--- src/rtl/stopwatch_pkg.sv ---
// Shared stopwatch display constants and types.
// Segment codes are active-low {dp,g,f,e,d,c,b,a}.
package stopwatch_pkg;

    localparam int NUM_DIGITS = 4;
    localparam int MAX_MIN    = 99;
    localparam int MAX_SEC    = 59;

    localparam logic [7:0] SEG_BLANK = 8'hFF;
    localparam logic [7:0] SEG_DIG [0:9] = '{
        8'hC0, 8'hF9, 8'hA4, 8'hB0, 8'h99,
        8'h92, 8'h82, 8'hF8, 8'h80, 8'h90
    };

    typedef enum logic {ON, OFF} blink_phase_e;

    typedef enum logic [1:0] {IDLE, CONV, LOAD} conv_state_e;

    // Non-decimal values fall back to a blank digit.
    function automatic logic [7:0] seg_of(input logic [3:0] d);
        logic [7:0] s;
        s = SEG_BLANK;
        case (d)
            4'd0:    s = SEG_DIG[0];
            4'd1:    s = SEG_DIG[1];
            4'd2:    s = SEG_DIG[2];
            4'd3:    s = SEG_DIG[3];
            4'd4:    s = SEG_DIG[4];
            4'd5:    s = SEG_DIG[5];
            4'd6:    s = SEG_DIG[6];
            4'd7:    s = SEG_DIG[7];
            4'd8:    s = SEG_DIG[8];
            4'd9:    s = SEG_DIG[9];
            default: s = SEG_BLANK;
        endcase
        return s;
    endfunction

endpackage

--- src/rtl/sevenseg_time_display_if.sv ---
// Time-in / display-out bundle of the seven-segment driver.
// min/sec/blink flow master->slave; seg/an (active-low) flow back.
interface sevenseg_time_display_if;

    logic [6:0] min;
    logic [5:0] sec;
    logic       blink;
    logic [7:0] seg;
    logic [3:0] an;

    modport master (output min, sec, blink, input seg, an);
    modport slave  (input min, sec, blink, output seg, an);

endinterface

--- src/rtl/bin2bcd_seq.sv ---
// Iterative double-dabble converter, one bit per cycle.
// Ports: clk, rst, start, value in; busy, done (last shift), tens, ones out.
module bin2bcd_seq
    import stopwatch_pkg::*;
#(
    parameter int WIDTH = 7
) (
    input  logic             clk,
    input  logic             rst,
    input  logic             start,
    input  logic [WIDTH-1:0] value,
    output logic             busy,
    output logic             done,
    output logic [3:0]       tens,
    output logic [3:0]       ones
);

    localparam int CW = $clog2(WIDTH + 1);

    // {tens, ones, binary}; the loaded value doubles as the snapshot.
    logic [WIDTH+7:0] sr;
    logic [CW-1:0]    iter;
    logic [7:0]       adj;

    always_comb begin
        adj = sr[WIDTH+7:WIDTH];
        if (adj[3:0] >= 4'd5) adj[3:0] = adj[3:0] + 4'd3;
        if (adj[7:4] >= 4'd5) adj[7:4] = adj[7:4] + 4'd3;
    end

    // done is high during the cycle whose edge performs the final shift.
    assign done = busy && (iter == CW'(WIDTH - 1));
    assign tens = sr[WIDTH+7:WIDTH+4];
    assign ones = sr[WIDTH+3:WIDTH];

    always_ff @(posedge clk) begin
        if (rst) begin
            sr   <= '0;
            iter <= '0;
            busy <= 1'b0;
        end else if (busy) begin
            sr   <= {adj, sr[WIDTH-1:0]} << 1;
            iter <= iter + 1'b1;
            if (done) busy <= 1'b0;
        end else if (start) begin
            sr   <= {8'd0, value};
            iter <= '0;
            busy <= 1'b1;
        end
    end

endmodule

--- src/rtl/sevenseg_time_display.sv ---
// MM.SS driver for a 4-digit common-anode multiplexed display.
// Ports: clk, rst (sync, active-high), bus (slave: min, sec, blink in; seg, an out).
// Build option SEVENSEG_LEAD_ZERO_BLANK_EN blanks a leading minutes-tens zero.
module sevenseg_time_display
    import stopwatch_pkg::*;
#(
    parameter int CLK_HZ   = 100_000_000,
    parameter int SCAN_HZ  = 1000,
    parameter int BLINK_HZ = 2
) (
    input logic                     clk,
    input logic                     rst,
    sevenseg_time_display_if.slave  bus
);

    localparam int SCAN_DIV  = CLK_HZ / SCAN_HZ;
    localparam int BLINK_DIV = CLK_HZ / (2 * BLINK_HZ);
    localparam int SW = $clog2(SCAN_DIV);
    localparam int BW = (BLINK_DIV > 1) ? $clog2(BLINK_DIV) : 1;
    localparam int DW = $clog2(NUM_DIGITS);

    logic [SW-1:0] scan_cnt;
    logic          scan_tick;
    logic [DW-1:0] digit_idx;
    logic [BW-1:0] blink_cnt;
    blink_phase_e  blink_phase;
    logic          init_cap;
    conv_state_e   state, state_nx;
    logic          cap_req, cap_go, load;
    logic [6:0]    min_c, sec_c;
    logic [3:0]    disp [NUM_DIGITS];
    logic          m_busy, m_done, s_busy, s_done;
    logic [3:0]    m_tens, m_ones, s_tens, s_ones;
    logic [3:0]    an_d;
    logic [7:0]    seg_d;

    assign scan_tick = (scan_cnt == SW'(SCAN_DIV - 1));

    assign min_c = (bus.min > 7'(MAX_MIN)) ? 7'(MAX_MIN) : bus.min;
    assign sec_c = {1'b0, (bus.sec > 6'(MAX_SEC)) ? 6'(MAX_SEC) : bus.sec};

    // Snapshot at frame wrap so a whole frame shows one consistent time.
    assign cap_req = init_cap || (scan_tick && digit_idx == DW'(NUM_DIGITS - 1));
    assign cap_go  = cap_req && (state == IDLE) && !m_busy && !s_busy;

    bin2bcd_seq #(.WIDTH(7)) u_min (
        .clk   (clk),
        .rst   (rst),
        .start (cap_go),
        .value (min_c),
        .busy  (m_busy),
        .done  (m_done),
        .tens  (m_tens),
        .ones  (m_ones)
    );

    // Seconds run at the same width so both fields finish together.
    bin2bcd_seq #(.WIDTH(7)) u_sec (
        .clk   (clk),
        .rst   (rst),
        .start (cap_go),
        .value (sec_c),
        .busy  (s_busy),
        .done  (s_done),
        .tens  (s_tens),
        .ones  (s_ones)
    );

    always_comb begin
        state_nx = state;
        load     = 1'b0;
        unique case (state)
            IDLE: if (cap_go) state_nx = CONV;
            CONV: if (m_done && s_done) state_nx = LOAD;
            LOAD: begin
                load     = 1'b1;
                state_nx = IDLE;
            end
            default: state_nx = IDLE;
        endcase
    end

    always_comb begin
        an_d  = ~(4'b0001 << digit_idx);
        seg_d = seg_of(disp[digit_idx]);
        if (digit_idx == DW'(2)) seg_d[7] = 1'b0;
`ifdef SEVENSEG_LEAD_ZERO_BLANK_EN
        if (digit_idx == DW'(3) && disp[3] == 4'd0) seg_d = SEG_BLANK;
`endif
        if (bus.blink && blink_phase == OFF) an_d = 4'b1111;
    end

    always_ff @(posedge clk) begin
        if (rst) begin
            scan_cnt    <= '0;
            digit_idx   <= '0;
            blink_cnt   <= '0;
            blink_phase <= ON;
            init_cap    <= 1'b1;
            state       <= IDLE;
            for (int i = 0; i < NUM_DIGITS; i++) disp[i] <= '0;
            bus.an      <= 4'b1111;
            bus.seg     <= SEG_BLANK;
        end else begin
            if (scan_tick) begin
                scan_cnt  <= '0;
                digit_idx <= digit_idx + 1'b1;
            end else begin
                scan_cnt  <= scan_cnt + 1'b1;
            end
            if (blink_cnt == BW'(BLINK_DIV - 1)) begin
                blink_cnt   <= '0;
                blink_phase <= (blink_phase == ON) ? OFF : ON;
            end else begin
                blink_cnt   <= blink_cnt + 1'b1;
            end
            init_cap <= 1'b0;
            state    <= state_nx;
            if (load) begin
                disp[0] <= s_ones;
                disp[1] <= s_tens;
                disp[2] <= m_ones;
                disp[3] <= m_tens;
            end
            bus.an  <= an_d;
            bus.seg <= seg_d;
        end
    end

endmodule

--- src/flat_wrapper.sv ---
// flat-port wrapper written by rule: the top's interface ports become plain ports
module sevenseg_time_display_flat import stopwatch_pkg::*;
#(
    parameter int CLK_HZ   = 100_000_000,
    parameter int SCAN_HZ  = 1000,
    parameter int BLINK_HZ = 2
)
  (clk, rst, bus_min, bus_sec, bus_blink, bus_seg, bus_an);
  sevenseg_time_display_if bus_i ();
  input logic clk;
  input logic rst;
  input wire logic [$bits(bus_i.min)-1:0] bus_min;
  input wire logic [$bits(bus_i.sec)-1:0] bus_sec;
  input wire logic [$bits(bus_i.blink)-1:0] bus_blink;
  output wire logic [$bits(bus_i.seg)-1:0] bus_seg;
  output wire logic [$bits(bus_i.an)-1:0] bus_an;
  assign bus_i.min = bus_min;
  assign bus_i.sec = bus_sec;
  assign bus_i.blink = bus_blink;
  assign bus_seg = bus_i.seg;
  assign bus_an = bus_i.an;
  sevenseg_time_display #(.CLK_HZ(CLK_HZ), .SCAN_HZ(SCAN_HZ), .BLINK_HZ(BLINK_HZ)) u_core (.clk(clk), .rst(rst), .bus(bus_i));
endmodule
--- config.mk ---
export PLATFORM = sky130hd
export DESIGN_NAME = sevenseg_time_display_flat
export DESIGN_NICKNAME = d
export VERILOG_FILES = /design/src/rtl/stopwatch_pkg.sv /design/src/rtl/sevenseg_time_display_if.sv /design/src/rtl/bin2bcd_seq.sv /design/src/rtl/sevenseg_time_display.sv /design/src/flat_wrapper.sv
export SDC_FILE = /design/constraint.sdc
export NUM_CORES = 1
export LEC_CHECK = 0
export CAP_MARGIN = 20
export CORE_UTILIZATION = 54
export CTS_CLUSTER_DIAMETER = 120
export DETAILED_ROUTE_END_ITERATION = 16
export GPL_TIMING_DRIVEN = 0
export HOLD_SLACK_MARGIN = 0.15
export PLACE_DENSITY = 0.76
export SETUP_SLACK_MARGIN = 0.4
export SLEW_MARGIN = 0
export SYNTH_ARGS = -nofsm -noshare
export SYNTH_HDL_FRONTEND = slang
export SYNTH_SLANG_ARGS = --single-unit
--- constraint.sdc ---
create_clock -name clk -period 1.73 [get_ports clk]
set_input_delay 0.4325 -clock clk [delete_from_list [all_inputs] [get_ports clk]]
set_output_delay 0.4325 -clock clk [all_outputs]
set_load 0.005 [all_outputs]
==> reports/summary.txt <==
Outcome: complete, but fails checks
Failing checks: setup timing
Floorplan row count: 36
Post-synthesis sequential area ratio: 46.0%
Prevailing post-synth register cell: dfxtp_1
Slowest-stage cell, CP: dfxtp_2
Die area: 10400 um^2
Num Clock Sinks: 116
Critical Path Most Common Cell: buf_6
P per Cell Area: 897 nW/um^2
Cell Int Power: 5.43 mW
HP Class: input port to flip-flop
CTS Buf Count: 17
Vias in the first global route: 4484
Max Slew Vio Count: 0
DRC errors left: 0
Fraction of the cycle the final worst path needs: 124%
Post-DP Area: 6050 um^2
Clk buf depth: 2
First-pass GRT wire length: 22700 um
Top post-synthesis cells by area: dfxtp_1, edfxtp_1, xnor2_1, ha_1, nor2_1
Post-synth top cells: dfxtp_1, nor2_1, nand2_1
Drt pass-1 iters: 6
CTS H-tree depth: 4
Worst vdd ir: 0.930 mV
Top-count cell post-synth: dfxtp_1
RSZ-0062 raised after global routing: true
Share of layout cells above drive strength 1: 42.1%
Post-Syn Area: 5400 um^2
Clk pwr share: 48.6%
Minimum clock period: 2.14 ns
Final core occ: 82.1%
Clock-pin slew on the worst setup and hold paths: 0.06 ns
Routed Antenna Nets: 0
Final Cell Area: 7990 um^2
Fill cells: 487
Total vias in the final route: 4841
Setup ws final: -0.410 ns
Gr ovfl total: 0
Net Sw Power: 1.74 mW
Routed length per placed instance: 20.9 um
Port buffer count: 27
Initial antenna violation count: 0
Die Height: 102 um
Clk_lat worst skew: 0.55 ns
Number of synthesized flops with an enable pin: 16
HPWL Detailed: 7980 um
Starting Density: 55.5%
Antenna diodes: 0
Comb power frac: 11.2%
Setup TNS: -4.24 ns
Crit Path Max Fanout: 7
Gate Count Post-Synth: 556
Largest net degree at the start of global routing: 17
Max-cap violation count: 0
IO Pins: 28
Worst-path cell chain: ha_4 -> and4_4 -> and4_1 -> buf_6 -> buf_6 -> a22oi_2 -> buf_6 -> buf_4 -> nand3b_1 -> a21oi_1
Total power: 7.17 mW
Hold worst-path end: u_core.init_cap
Leak pwr: 2.97 nW
Worst Tran Pin Value: 0.661 ns
Post-Syn Nets: 595
Startpoint types: flip-flop
Chip width: 102 um
Synth Register Bits: 116
Vias per cell: 5.96
Async set or reset register ratio after synthesis: 0%
FF-to-FF Start: u_core.scan_cnt[1]
Mean Syn Cell Area: 9.71 um^2
CTS tree: done
Initial drt markers: 375
Sw Ratio: 24.3%
Total GRT Usage: 29.6%
Achievable frequency: 0.467 GHz
Reg-to-reg slack, setup: -0.41 ns
CP peak stage delay: 0.33 ns
GP Congestion: 0.812
Fin nets: 705
Area leader, netlist: dfxtp_1
Synth top area share: 37.1%
Worst-case reg-to-reg path depth: 10
Area Overhead vs Synth: 48.0%
Critical path arrival: 2.59 ns
Clock root cell: clkbuf_8
CP endpoint kind: flip-flop
Final Hold Violating Endpoints: 0
Skew final: 0.0118 ns
Unique masters post-synth: 57
Reg-to-reg endpoint: u_core.u_sec.iter[1]
Hold Path Depth: 1
Core area: 9730 um^2
Req. time, crit path: 2.18 ns
Hold Startpoint: rst
Worst Setup Path Type: flip-flop to flip-flop
Final Setup Violations: 56
Sequential share of power: 40.2%
DRT Wirelength: 17000 um
Yosys Warn Count: 0
Slew HR: 55.9%
metrics by stage:
step | cells | worst slack (ns) | hold WS [ns]
4_1_cts | 794 | -0.131 | 0.389
5_1_grt | 812 | -0.406 | 0.401
2_1_floorplan | 556 | -0.0188 | 0.408
3_3_place_gp | 716 | -0.981 | 0.414
3_5_place_dp | 716 | -0.960 | 0.436
6_report | 812 | -0.410 | 0.424
logic make-up after synthesis:
family,count (synthesis),share of synthesized area [%]
and+or+nand+nor,237,24.9
muxes,12,3.15
buffers and inverters,51,4.47
xor gates and xnor gates,42,6.81
AOI/OAI and AO/OA,75,9.36
DFF,116,46.0
adders and majority gates,23,5.33
registers in the layout, summed over array words and instances (netlist names), named ones only:
register            cells
u_core.blink_cnt       25
u_core.blink_phase      1
u_core.bus.an           4
u_core.bus.seg          8
u_core.digit_idx        2
u_core.disp            16
u_core.init_cap         1
u_core.scan_cnt        17
u_core.state            2
u_core.u_min.busy       1
u_core.u_min.iter       3
u_core.u_min.sr        15
u_core.u_sec.busy       1
u_core.u_sec.iter       3
u_core.u_sec.sr        15
per-layer routing:
layer	up-vias	part of all wire, %	GRT usage (%)
met4	0	5.1	13.1
met1	2350	38	35.4
met3	76	6.7	9.10
met2	241	51	49.3
li1	2174	-	-
met5	-	0	0
cells in the final DEF, fill, tap and decap left out, drive strengths merged, types with 6 or more instances in the layout:
| master | instances |
|---|---|
| a21oi | 31 |
| and2 | 11 |
| and3 | 8 |
| buf | 89 |
| clkbuf | 33 |
| clkdlybuf4s50 | 15 |
| dfxtp | 100 |
| edfxtp | 16 |
| ha | 23 |
| inv | 29 |
| mux2i | 8 |
| nand2 | 39 |
| nand2b | 11 |
| nand3 | 27 |
| nand3b | 10 |
| nand4 | 7 |
| nor2 | 63 |
| nor2b | 6 |
| nor3 | 23 |
| nor4 | 10 |
| o21ai | 18 |
| xnor2 | 34 |
| xor2 | 8 |
cell type report:
| class | instances | area, um^2 | share of cell area [%] |
|---|---|---|---|
| multi-input combinational | 390 | 3410 | 42.7 |
| clock buffer | 22 | 443 | 5.54 |
| timing repair buffer | 90 | 956 | 12.0 |
| tap | 133 | 166 | 2.08 |
| sequential | 116 | 2530 | 31.7 |
| clock inverter | 10 | 129 | 1.61 |
| inverter | 26 | 100 | 1.25 |
| buffer | 25 | 250 | 3.13 |
power groups by stage:
stage / clock network [mW] / registers (mW) / logic (mW)
6_report: 3.48 / 2.89 / 0.803
3_5_place_dp: 0 / 2.93 / 0.467
5_1_grt: 3.62 / 2.89 / 0.842
4_1_cts: 3.43 / 2.87 / 0.667
2_1_floorplan: 0 / 2.92 / 0.314
3_3_place_gp: 0 / 2.93 / 0.456
how the worst max path moves through the flow:
stage / startpoint / to / slack, ns / cells past startpoint
detailed placement: rst / u_core.disp[3][1] / -0.96 / 5
global placement: rst / u_core.disp[3][0] / -0.98 / 5
finish: u_core.scan_cnt[1] / u_core.u_sec.iter[1] / -0.41 / 10
CTS: u_core.scan_cnt[0] / u_core.u_sec.sr[4] / -0.13 / 8
global route: u_core.scan_cnt[0] / u_core.u_sec.iter[1] / -0.41 / 10
floorplan: u_core.scan_cnt[0] / u_core.u_sec.sr[3] / -0.02 / 8
critical path: cells and delay by family (launching register included):
| family | cells | cell delay [ns] |
|---|---|---|
| compound gates | 2 | 0.52 |
| simple gates | 3 | 0.51 |
| buf+inv | 4 | 0.54 |
| fa+ha+maj | 1 | 0.15 |
| flops | 1 | 0.33 |
repair_timing:
action                                  4_1_cts  5_1_grt
endpoints found under the setup margin      141      127
hold buffers                                  0        0
buffers inserted                             40       18
pin swaps                                    40       32
resized for setup                           165       92
gates cloned                                  6        0
No activity file was read; power rests on OpenSTA's default activity.
